File: config.mk
export PLATFORM = sky130hd
export DESIGN_NAME = rv32_bus_arbiter
export DESIGN_NICKNAME = d
export VERILOG_FILES = /design/src/rtl/rv32_bus_arbiter.sv
export SDC_FILE = /design/constraint.sdc
export NUM_CORES = 1
export LEC_CHECK = 0
export ABC_CLOCK_PERIOD_IN_PS = 2500
export CAP_MARGIN = 0
export CORE_AREA = 4 4 132 134
export CTS_CLUSTER_DIAMETER = 60
export DETAILED_ROUTE_END_ITERATION = 10
export DIE_AREA = 0 0 136 138
export HOLD_SLACK_MARGIN = 0.05
export PLACE_DENSITY = 0.6
export SLEW_MARGIN = 20
export SYNTH_ARGS = -nofsm -noshare
export SYNTH_HDL_FRONTEND = slang
export SYNTH_SLANG_ARGS = --single-unit
File: constraint.sdc
create_clock -name clk -period 2.5 [get_ports clk]
set_clock_uncertainty 0.2 [all_clocks]
set_input_delay 0.5 -clock clk [delete_from_list [all_inputs] [get_ports clk]]
set_output_delay 0.5 -clock clk [all_outputs]
set_load 0.05 [all_outputs]
File: src/rtl/rv32_bus_arbiter.sv
// Two-master round-robin arbiter for the picorv32 native memory bus.
// A per-transaction watchdog answers stalled accesses with ERR_VALUE and logs a sticky error.
module rv32_bus_arbiter #(
    parameter int unsigned TIMEOUT_CYCLES = 256,
    parameter logic [31:0] ERR_VALUE      = 32'hDEAD_BEEF
) (
    input  logic        clk,
    input  logic        reset_n,
    input  logic        m0_valid,
    output logic        m0_ready,
    input  logic [31:0] m0_addr,
    input  logic [31:0] m0_wdata,
    input  logic [3:0]  m0_wstrb,
    output logic [31:0] m0_rdata,
    input  logic        m1_valid,
    output logic        m1_ready,
    input  logic [31:0] m1_addr,
    input  logic [31:0] m1_wdata,
    input  logic [3:0]  m1_wstrb,
    output logic [31:0] m1_rdata,
    output logic        s_valid,
    input  logic        s_ready,
    output logic [31:0] s_addr,
    output logic [31:0] s_wdata,
    output logic [3:0]  s_wstrb,
    input  logic [31:0] s_rdata,
    input  logic        err_clear,
    output logic        err_flag,
    output logic        err_master,
    output logic [31:0] err_addr
);

    typedef enum logic [1:0] {
        ST_IDLE  = 2'd0,
        ST_BUSY  = 2'd1,
        ST_ABORT = 2'd2
    } state_t;

    localparam int unsigned   CNT_W    = (TIMEOUT_CYCLES > 32'd0) ? $clog2(TIMEOUT_CYCLES + 32'd1) : 1;
    localparam logic [CNT_W-1:0] CNT_LAST = CNT_W'(TIMEOUT_CYCLES - 32'd1);
    localparam bit            WDOG_EN  = (TIMEOUT_CYCLES != 32'd0);

    state_t             state_q, state_d;
    logic               grant_q, grant_d;
    logic               last_q, last_d;
    logic [CNT_W-1:0]   cnt_q, cnt_d;
    logic               err_flag_q, err_flag_d;
    logic               err_master_q, err_master_d;
    logic [31:0]        err_addr_q, err_addr_d;

    logic               gnt_valid_s;
    logic [31:0]        gnt_addr_s;
    logic               done_s;

    // Granted-master request mux.
    always_comb begin
        gnt_valid_s = grant_q ? m1_valid : m0_valid;
        gnt_addr_s  = grant_q ? m1_addr  : m0_addr;
    end

    // State and register update.
    always_ff @(posedge clk) begin
        if (!reset_n) begin
            state_q      <= ST_IDLE;
            grant_q      <= 1'b0;
            last_q       <= 1'b1;
            cnt_q        <= '0;
            err_flag_q   <= 1'b0;
            err_master_q <= 1'b0;
            err_addr_q   <= 32'h0000_0000;
        end else begin
            state_q      <= state_d;
            grant_q      <= grant_d;
            last_q       <= last_d;
            cnt_q        <= cnt_d;
            err_flag_q   <= err_flag_d;
            err_master_q <= err_master_d;
            err_addr_q   <= err_addr_d;
        end
    end

    // Next-state, arbitration, watchdog and error capture.
    always_comb begin
        state_d      = state_q;
        grant_d      = grant_q;
        last_d       = last_q;
        cnt_d        = cnt_q;
        err_flag_d   = err_clear ? 1'b0 : err_flag_q;
        err_master_d = err_master_q;
        err_addr_d   = err_addr_q;
        case (state_q)
            ST_IDLE: begin
                cnt_d = '0;
                if (m0_valid && m1_valid) begin
                    grant_d = ~last_q;
                    state_d = ST_BUSY;
                end else if (m0_valid) begin
                    grant_d = 1'b0;
                    state_d = ST_BUSY;
                end else if (m1_valid) begin
                    grant_d = 1'b1;
                    state_d = ST_BUSY;
                end else begin
                    state_d = ST_IDLE;
                end
            end
            ST_BUSY: begin
                // Completion beats the watchdog when both land on the same cycle.
                if (s_ready) begin
                    last_d  = grant_q;
                    state_d = ST_IDLE;
                end else if (!gnt_valid_s) begin
                    state_d = ST_IDLE;
                end else if (WDOG_EN && (cnt_q == CNT_LAST)) begin
                    state_d      = ST_ABORT;
                    err_addr_d   = gnt_addr_s;
                    err_master_d = grant_q;
                end else begin
                    cnt_d = cnt_q + CNT_W'(1);
                end
            end
            ST_ABORT: begin
                err_flag_d = 1'b1;
                last_d     = grant_q;
                state_d    = ST_IDLE;
            end
            default: begin
                state_d = ST_IDLE;
            end
        endcase
    end

    // Bus-side outputs and master responses.
    always_comb begin
        done_s     = ((state_q == ST_BUSY) && s_ready) || (state_q == ST_ABORT);
        s_valid    = (state_q == ST_BUSY) && gnt_valid_s;
        s_addr     = gnt_addr_s;
        s_wdata    = grant_q ? m1_wdata : m0_wdata;
        s_wstrb    = grant_q ? m1_wstrb : m0_wstrb;
        m0_ready   = done_s && !grant_q;
        m1_ready   = done_s && grant_q;
        m0_rdata   = (state_q == ST_ABORT) ? ERR_VALUE : s_rdata;
        m1_rdata   = (state_q == ST_ABORT) ? ERR_VALUE : s_rdata;
        err_flag   = err_flag_q;
        err_master = err_master_q;
        err_addr   = err_addr_q;
    end

endmodule

Word-level counts from Yosys, hierarchy flattened

Cells that the tools add are included.

Reductions and logical operators: 16
Bitwise logic cells: 2
Mux-type cells: 23
Add/subtract/negate cells: 1
Equal/unequal tests: 8

Operator list:

| operator                                                               | count |
|---|---|
| 32-bit two-way mux                                                     | 3 |
| 9-bit two-way mux                                                      | 3 |
| 9-bit one-hot mux with 2 select lines                                  | 1 |
| 1-bit two-way mux                                                      | 10 |
| 9-bit by 1-bit adder with 9-bit output (second input constant)         | 1 |
| 9-bit by 8-bit equality test with 1-bit output (second input constant) | 1 |
| 2-bit != test (second input constant)                                  | 4 |
| 4-bit AND reduction                                                    | 2 |
| 2-bit two-way mux                                                      | 3 |
| 2-bit nonzero test                                                     | 3 |
| 1-bit logical AND                                                      | 5 |
| 4-bit two-way mux                                                      | 1 |
| 4-bit != test (second input constant)                                  | 1 |
| 2-bit one-hot mux with 2 select lines                                  | 1 |
| 2-bit AND reduction                                                    | 2 |
| 3-bit nonzero test                                                     | 1 |
| 2-bit by 1-bit equality test with 1-bit output (second input constant) | 1 |
| 2-bit equality test (second input constant)                            | 1 |
| 2-bit zero test                                                        | 1 |
| 1-bit NOT                                                              | 2 |
| 1-bit one-hot mux with 2 select lines                                  | 1 |
| 1-bit zero test                                                        | 1 |
| 1-bit logical OR                                                       | 1 |

Bits of input ports: 174
Bits in registers: 47
Output and inout bits: 169
Word-level logic and storage cells: 57

Logic depth before layout (Yosys ltp)

Gate-level depths: netlist of run 1.

Depth in word-level cells: 5
Mapped depth: 10
Depth with buffers taken out: 8

Least setup slack after synthesis of run 1

No wires, ideal clock.

Path kind: reg-to-reg
From: reg cnt_q[0]
To: reg cnt_q[6]
Path buffers: 1
Period minus slack after synthesis: 2.660 ns
Slack: -0.160 ns
Stages on the path, launching flop included: 10
Required time: 2.178 ns
Arrival time: 2.338 ns
Setup time: 0.122 ns
Cells stage by stage: dfxtp_1 > ha_1 > and2_1 > and3_1 > ha_1 > or4b_4 > or2_1 > buf_2 > o21a_1 > o311a_1

Longest elaborated chain between the ends: 5
Elaborated cells between the ends (all ways): 8
Classes of those cells: add/sub (1); eq/ne (2); mux (4); reduce/logical (1)

RTL lines:

| element                                | RTL line | text |
|---|---|---|
| start: declaration                     | 46       | `logic [CNT_W-1:0] cnt_q, cnt_d;` |
| start signal: assignment               | 75       | `cnt_q <= cnt_d;` |
| 9-bit by 1-bit adder with 9-bit output | 119      | `cnt_d = cnt_q + CNT_W'(1);` |
| 9-bit two-way mux                      | 114      | `end else if (WDOG_EN && (cnt_q == CNT_LAST)) begin` |
| 9-bit two-way mux                      | 112      | `end else if (!gnt_valid_s) begin` |
| 9-bit two-way mux                      | 109      | `if (s_ready) begin` |
| 9-bit one-hot mux with 2 select lines  | 91       | `case (state_q)` |

Parallel ways exist; a longest one is shown, timed or not. The select of a mux whose other input is x is not followed.
A chain may end at the register's enable or synchronous reset.

Worst setup path in the final report of run 1

From: reg cnt_q[1]
To: reg cnt_q[6]

The elaborated chain is that of the path after synthesis.

==> results.toml, run 1 <==
[pwr]
p_leak_nw = 2.94
power.internal_mw = 1.82
power_density_nw_per_um2 = 393
pwr-share-seq_pct = 26.1
pwr-share-comb_pct = 50.8
swShare_pct = 37.8
ir_drop_mv = 0.257
pwr-share-clk_pct = 23.1
p_total_mw = 2.92
p_sw_mw = 1.10

[setup_path]
max_stage_delay_ps = 520
slowest_stage = "or4b_4"
startpoint_type = "flip-flop"
worstPathRequired_ps = 2470
crit_top_cell = "ha_4"
end_kind = "flip-flop"
cp.arrival_ps = 2440
crit_fanout = 4
path_class = "flip-flop to flip-flop"
path_cells = "ha_4 -> and2_4 -> and3_4 -> ha_4 -> or4b_4 -> or2_4 -> o21a_1 -> o311a_1"

[place]
gp_congestion = 0.834
place_inst = 859
io_buffers = 342
place_hpwl_mm = 11.3
place_worst_setup_slack_ps = -37.4

[clock_network]
path_clk_slew_ps = 70
ctsHoldBuffers = 0
cts_inserted_buffers = 5
htree_levels = 2
cts_root_buf = "clkbuf_16"
clockBufferDepth = 2
insertion_delay_ps = 280
cts_tree = "done"
cts.sinks = 47

[floorplan]
num_rows = 47
fp.dieW_um = 136
io_pins = 343
start_util_pct = 19.1
die_y_um = 138
die-area_um2 = 18800
core-area_um2 = 16300

[grt]
grtUsageTotal_pct = 12.8
grt_pass1_vias = 3751
grt_first_pass_wirelength_mm = 19.4
grt_overflow = 0
antenna_found_initial = 0
grt_max_degree = 40

[timing]
timing.hold.ws_ps = 272
slew_headroom_pct = 64.6
fin_ws_ps = 27.8
drv_slew = 0
hold_violations = 0
fin_crit_ps = 2470
finalCritPeriodShare_pct = 98.9
worst_slew_pin_slew_ps = 530
fmax_mhz = 404
finalSetupViolations = 0
grt_setup_unrepaired = "true"

[finish]
utilization_pct = 45.6
area_growth_pct = 138
drive_gt1_share_pct = 37.8
fin_nets = 828
num_antenna_cells = 0
instances_no_fill = 873

[status]
outcome = "finished clean"

[drt]
drc = 0
ant_nets = 0
wl_mm = 13.6
wl_per_cell_um = 15.6
vias = 3557
avgViaCountPerCell = 4.07
first_pass_iters = 4
drt_iter0_markers = 83

[logic_synthesis]
syn_inst = 334
syn_avg_cell_area_um2 = 9.33
synth-seq-cells = 47
yosysUniqueCellTypes = 36
syn_area_um2 = 3120
syn_nets = 510
synth_warnings = 0
synth-seq-area-share_pct = 30.2
synth_flop_cell = "dfxtp_1"
async_flop_share_pct = 0
synth_edf_count = 0

[run]
maxCapViolCount = 0

[min_path]
min_path_type = "flip-flop to flip-flop"
## power groups by stage
stage	Sequential (mW)	Clock (mW)	Combinational (mW)
finish	0.762	0.673	1.48
global placement	0.781	0	1.48
global route	0.763	0.740	1.53
CTS	0.764	0.714	1.49
detailed placement	0.782	0	1.49
floorplan	0.772	0	0.806
## flip-flops by register name, indices dropped and copies added, names as in the netlist
name	cells
last_q	1
err_addr	32
state_q	2
err_master	1
grant_q	1
err_flag	1
cnt_q	9
## synthesized netlist by cell type (3+ instances only)
cell type,n,area (um2)
nand3_1,4,20.0
mux2_2,68,766
and2_1,10,62.6
nor2_1,41,154
buf_2,4,20.0
buf_1,4,15.0
dfxtp_1,47,941
mux2i_1,34,340
nand2_1,4,15.0
a21oi_1,5,25.0
buf_4,34,255
o21a_1,4,30.0
inv_1,9,33.8
nand2b_1,28,175
o311a_1,3,30.0
clkbuf_1,11,41.3
## worst paths after layout
check | from | end | slack, ps | cells past startpoint
worst min register to register | last_q | last_q | 270 | 1
worst max register to register | cnt_q[1] | cnt_q[6] | 30 | 8
worst min-delay path | last_q | last_q | 270 | 1
worst max-delay path | cnt_q[1] | cnt_q[6] | 30 | 8
## repair_timing
| item | in CTS | in global routing |
|---|---|---|
| buffers inserted | 0 | 5 |
| pin swaps | 1 | 2 |
| hold endpoints to repair | 0 | 0 |
| resized for setup | 1 | 10 |
| cloned | 0 | 1 |
| setup endpoints to repair | 1 | 38 |
## cell families after synthesis
| logic type | count (synthesis) | synth area share [%] |
|---|---|---|
| simple gates | 96 | 15.9 |
| fa+ha+maj | 2 | 0.803 |
| buf+inv | 62 | 11.7 |
| compound gates | 25 | 5.94 |
| mux | 102 | 35.5 |
| flops | 47 | 30.2 |
## placed cells by master (no fill, tap or decap), types with 9 or more instances in the layout
| cell type | n |
|---|---|
| nor2_1 | 39 |
| buf_4 | 87 |
| mux2i_1 | 34 |
| inv_1 | 9 |
| mux2_2 | 68 |
| and2_1 | 9 |
| clkdlybuf4s50_1 | 207 |
| dfxtp_1 | 44 |
| nand2b_1 | 28 |
| buf_12 | 69 |
## metrics by stage
step,instance area (um2),setup TNS [ps]
5_1_grt,7420,-300
4_1_cts,7320,0
2_1_floorplan,3160,-27.1
3_5_place_dp,7170,-43.7
3_3_place_gp,7170,-25.1
6_report,7420,0
## metal layers
metal	wire length (um)	vias up	track usage, %	part of all wire [%]
met3	1240	9	3.38	9.1
met5	0	-	0	0
met4	126	0	2.65	0.92
met1	4800	1610	12.7	35
li1	-	1756	-	-
met2	7460	182	25.9	55
## area by class of cell
cell class	instances	area (um2)
Fill cell	1511	8870
Timing Repair Buffer	364	4140
Multi-Input combinational cell	225	1870
Sequential cell	47	952
Tap cell	220	275
Clock buffer	5	125
Inverter	9	33.8
Clock inverter	3	22.5
## critical path: cells and delay by family (launching register included)
| family | cells | cell delay (ps) |
|---|---|---|
| adder cells (fa/ha/maj) | 2 | 300 |
| AO/OA/AOI/OAI | 2 | 440 |
| flip-flops | 1 | 350 |
| AND/OR/NAND/NOR | 4 | 1070 |
Power figures use the tool's default switching activity.
==> run 2: changes to the inputs <==
ABC_CLOCK_PERIOD_IN_PS = 2770   (was 2500)
CORE_AREA = 4 4 131 133   (was 4 4 132 134)
DIE_AREA = 0 0 135 137   (was 0 0 136 138)
PLACE_DENSITY = 0.59   (was 0.6)
clock period = 2.77 ns   (was 2.5 ns; I/O delays follow)
==> results.toml, run 2 (synthesized netlist as in run 1, its figures left out) <==
[finish]
utilization_pct = 45.8
largest_reg_flops = 32
final_cell_area_um2 = 7260
area_growth_pct = 133
fin_nets = 812
final_cell_mix = "207 x clkdlybuf4s50_1, 71 x buf_4, 70 x buf_12"
num_antenna_cells = 0
fillers = 1477
instances_no_fill = 853
drive_gt1_share_pct = 35.2
final_common_cell = "clkdlybuf4s50_1"

[drt]
wl_mm = 13.4
drc = 0
drt_iter0_markers = 96
wl_per_cell_um = 15.8
avgViaCountPerCell = 4.15
ant_nets = 0
first_pass_iters = 4
vias = 3537

[place]
place_worst_setup_slack_ps = 77.0
gp_congestion = 0.833
place_area_um2 = 7070
place_hpwl_mm = 11.6
place_inst = 845
io_buffers = 342

[setup_path]
startpoint_type = "flip-flop"
reg2reg_slack_ps = 100
worstPathRequired_ps = 2740
path_class = "flip-flop to flip-flop"
slowest_stage = "or4b_4"
r2r_end = "cnt_q[6]"
reg2reg_depth = 8
cp.arrival_ps = 2640
regToRegStartpoint = "cnt_q[0]"
end_kind = "flip-flop"
path_cells = "ha_2 -> and2_1 -> and3_1 -> ha_1 -> or4b_4 -> or2_4 -> o21a_1 -> o311a_1"
cp_num_buf_inv = 0
max_stage_delay_ps = 520
crit_fanout = 4
critical-path-top-delay-family = "simple AND/OR/NAND/NOR gates"

[floorplan]
io_pins = 343
die_y_um = 137
start_util_pct = 19.7
core-area_um2 = 15800
num_rows = 46
fp.dieW_um = 135
die-area_um2 = 18500

[pwr]
ir_drop_mv = 0.222
p_leak_nw = 2.86
power_density_nw_per_um2 = 377
p_total_mw = 2.73

[grt]
antenna_found_initial = 0
grt_first_pass_wirelength_mm = 19.2
grt_pass1_vias = 3731
grtUsageTotal_pct = 13.0
grt_max_degree = 60
grt_overflow = 0

[timing]
finalSetupTns_ps = 0
grt_setup_unrepaired = "false"
fmax_mhz = 375
worst_slew_pin_slew_ps = 647
slew_headroom_pct = 55.7
timing.hold.ws_ps = 291
drv_slew = 0
fin_ws_ps = 100
finalSetupViolations = 0
fin_crit_ps = 2670
hold_violations = 0
finalCritPeriodShare_pct = 96.4

[clock_network]
cts.repair.resized = 0
cts_inserted_buffers = 5
cts_root_buf = "clkbuf_16"
clockBufferDepth = 2
ctsHoldBuffers = 0
cts_tree = "done"
cts.sinks = 47
insertion_delay_ps = 290
cts_setup_buffers = 0
path_clk_slew_ps = 70
htree_levels = 2

[status]
outcome = "finished clean"

[run]
maxCapViolCount = 0

[min_path]
min_from = "err_flag"
hold_path_end = "err_flag"
min_path_type = "flip-flop to flip-flop"
hold_depth = 2
-- run 2: worst reg2reg max path, cell delays in order, from the launching register on --
cell	delay [ps]
dfxtp_1	340
ha_2	200
and2_1	190
and3_1	190
ha_1	190
or4b_4	520
or2_4	260
o21a_1	180
o311a_1	280
-- run 2: report_power, final --
group / leakage [nW] / switching [mW] / internal (mW)
combinational: 2.39 / 0.716 / 0.616
sequential: 0.380 / 0.00875 / 0.679
clock: 0.0875 / 0.260 / 0.454
total: 2.86 / 0.984 / 1.75
-- run 2: area by class of cell --
cell class                 count  area, um2  share of cell area [%]
clock buffer                   6        139                    1.91
clock inverter                 2       38.8                   0.534
multi-input combinational    225       1820                    25.1
sequential                    47        945                    13.0
timing repair buffer         348       4010                    55.2
tap                          216        270                    3.72
inverter                       9       33.8                   0.466
-- run 2: how the worst max path moves through the flow --
stage / startpoint / end / slack (ps) / cells after the start
5_1_grt: cnt_q[0] / cnt_q[5] / 4 / 8
2_1_floorplan: cnt_q[0] / cnt_q[6] / 110 / 9
4_1_cts: cnt_q[0] / cnt_q[6] / 60 / 8
3_3_place_gp: s_ready / cnt_q[6] / 130 / 5
6_report: cnt_q[0] / cnt_q[6] / 100 / 8
3_5_place_dp: cnt_q[0] / cnt_q[6] / 80 / 8
-- run 2: per-layer routing --
metal	routed length (um)	track usage [%]	vias to the layer above
met5	0	0	-
met4	144	2.80	0
met3	1150	3.53	9
met2	7480	26.2	180
met1	4670	13.2	1628
li1	-	-	1720
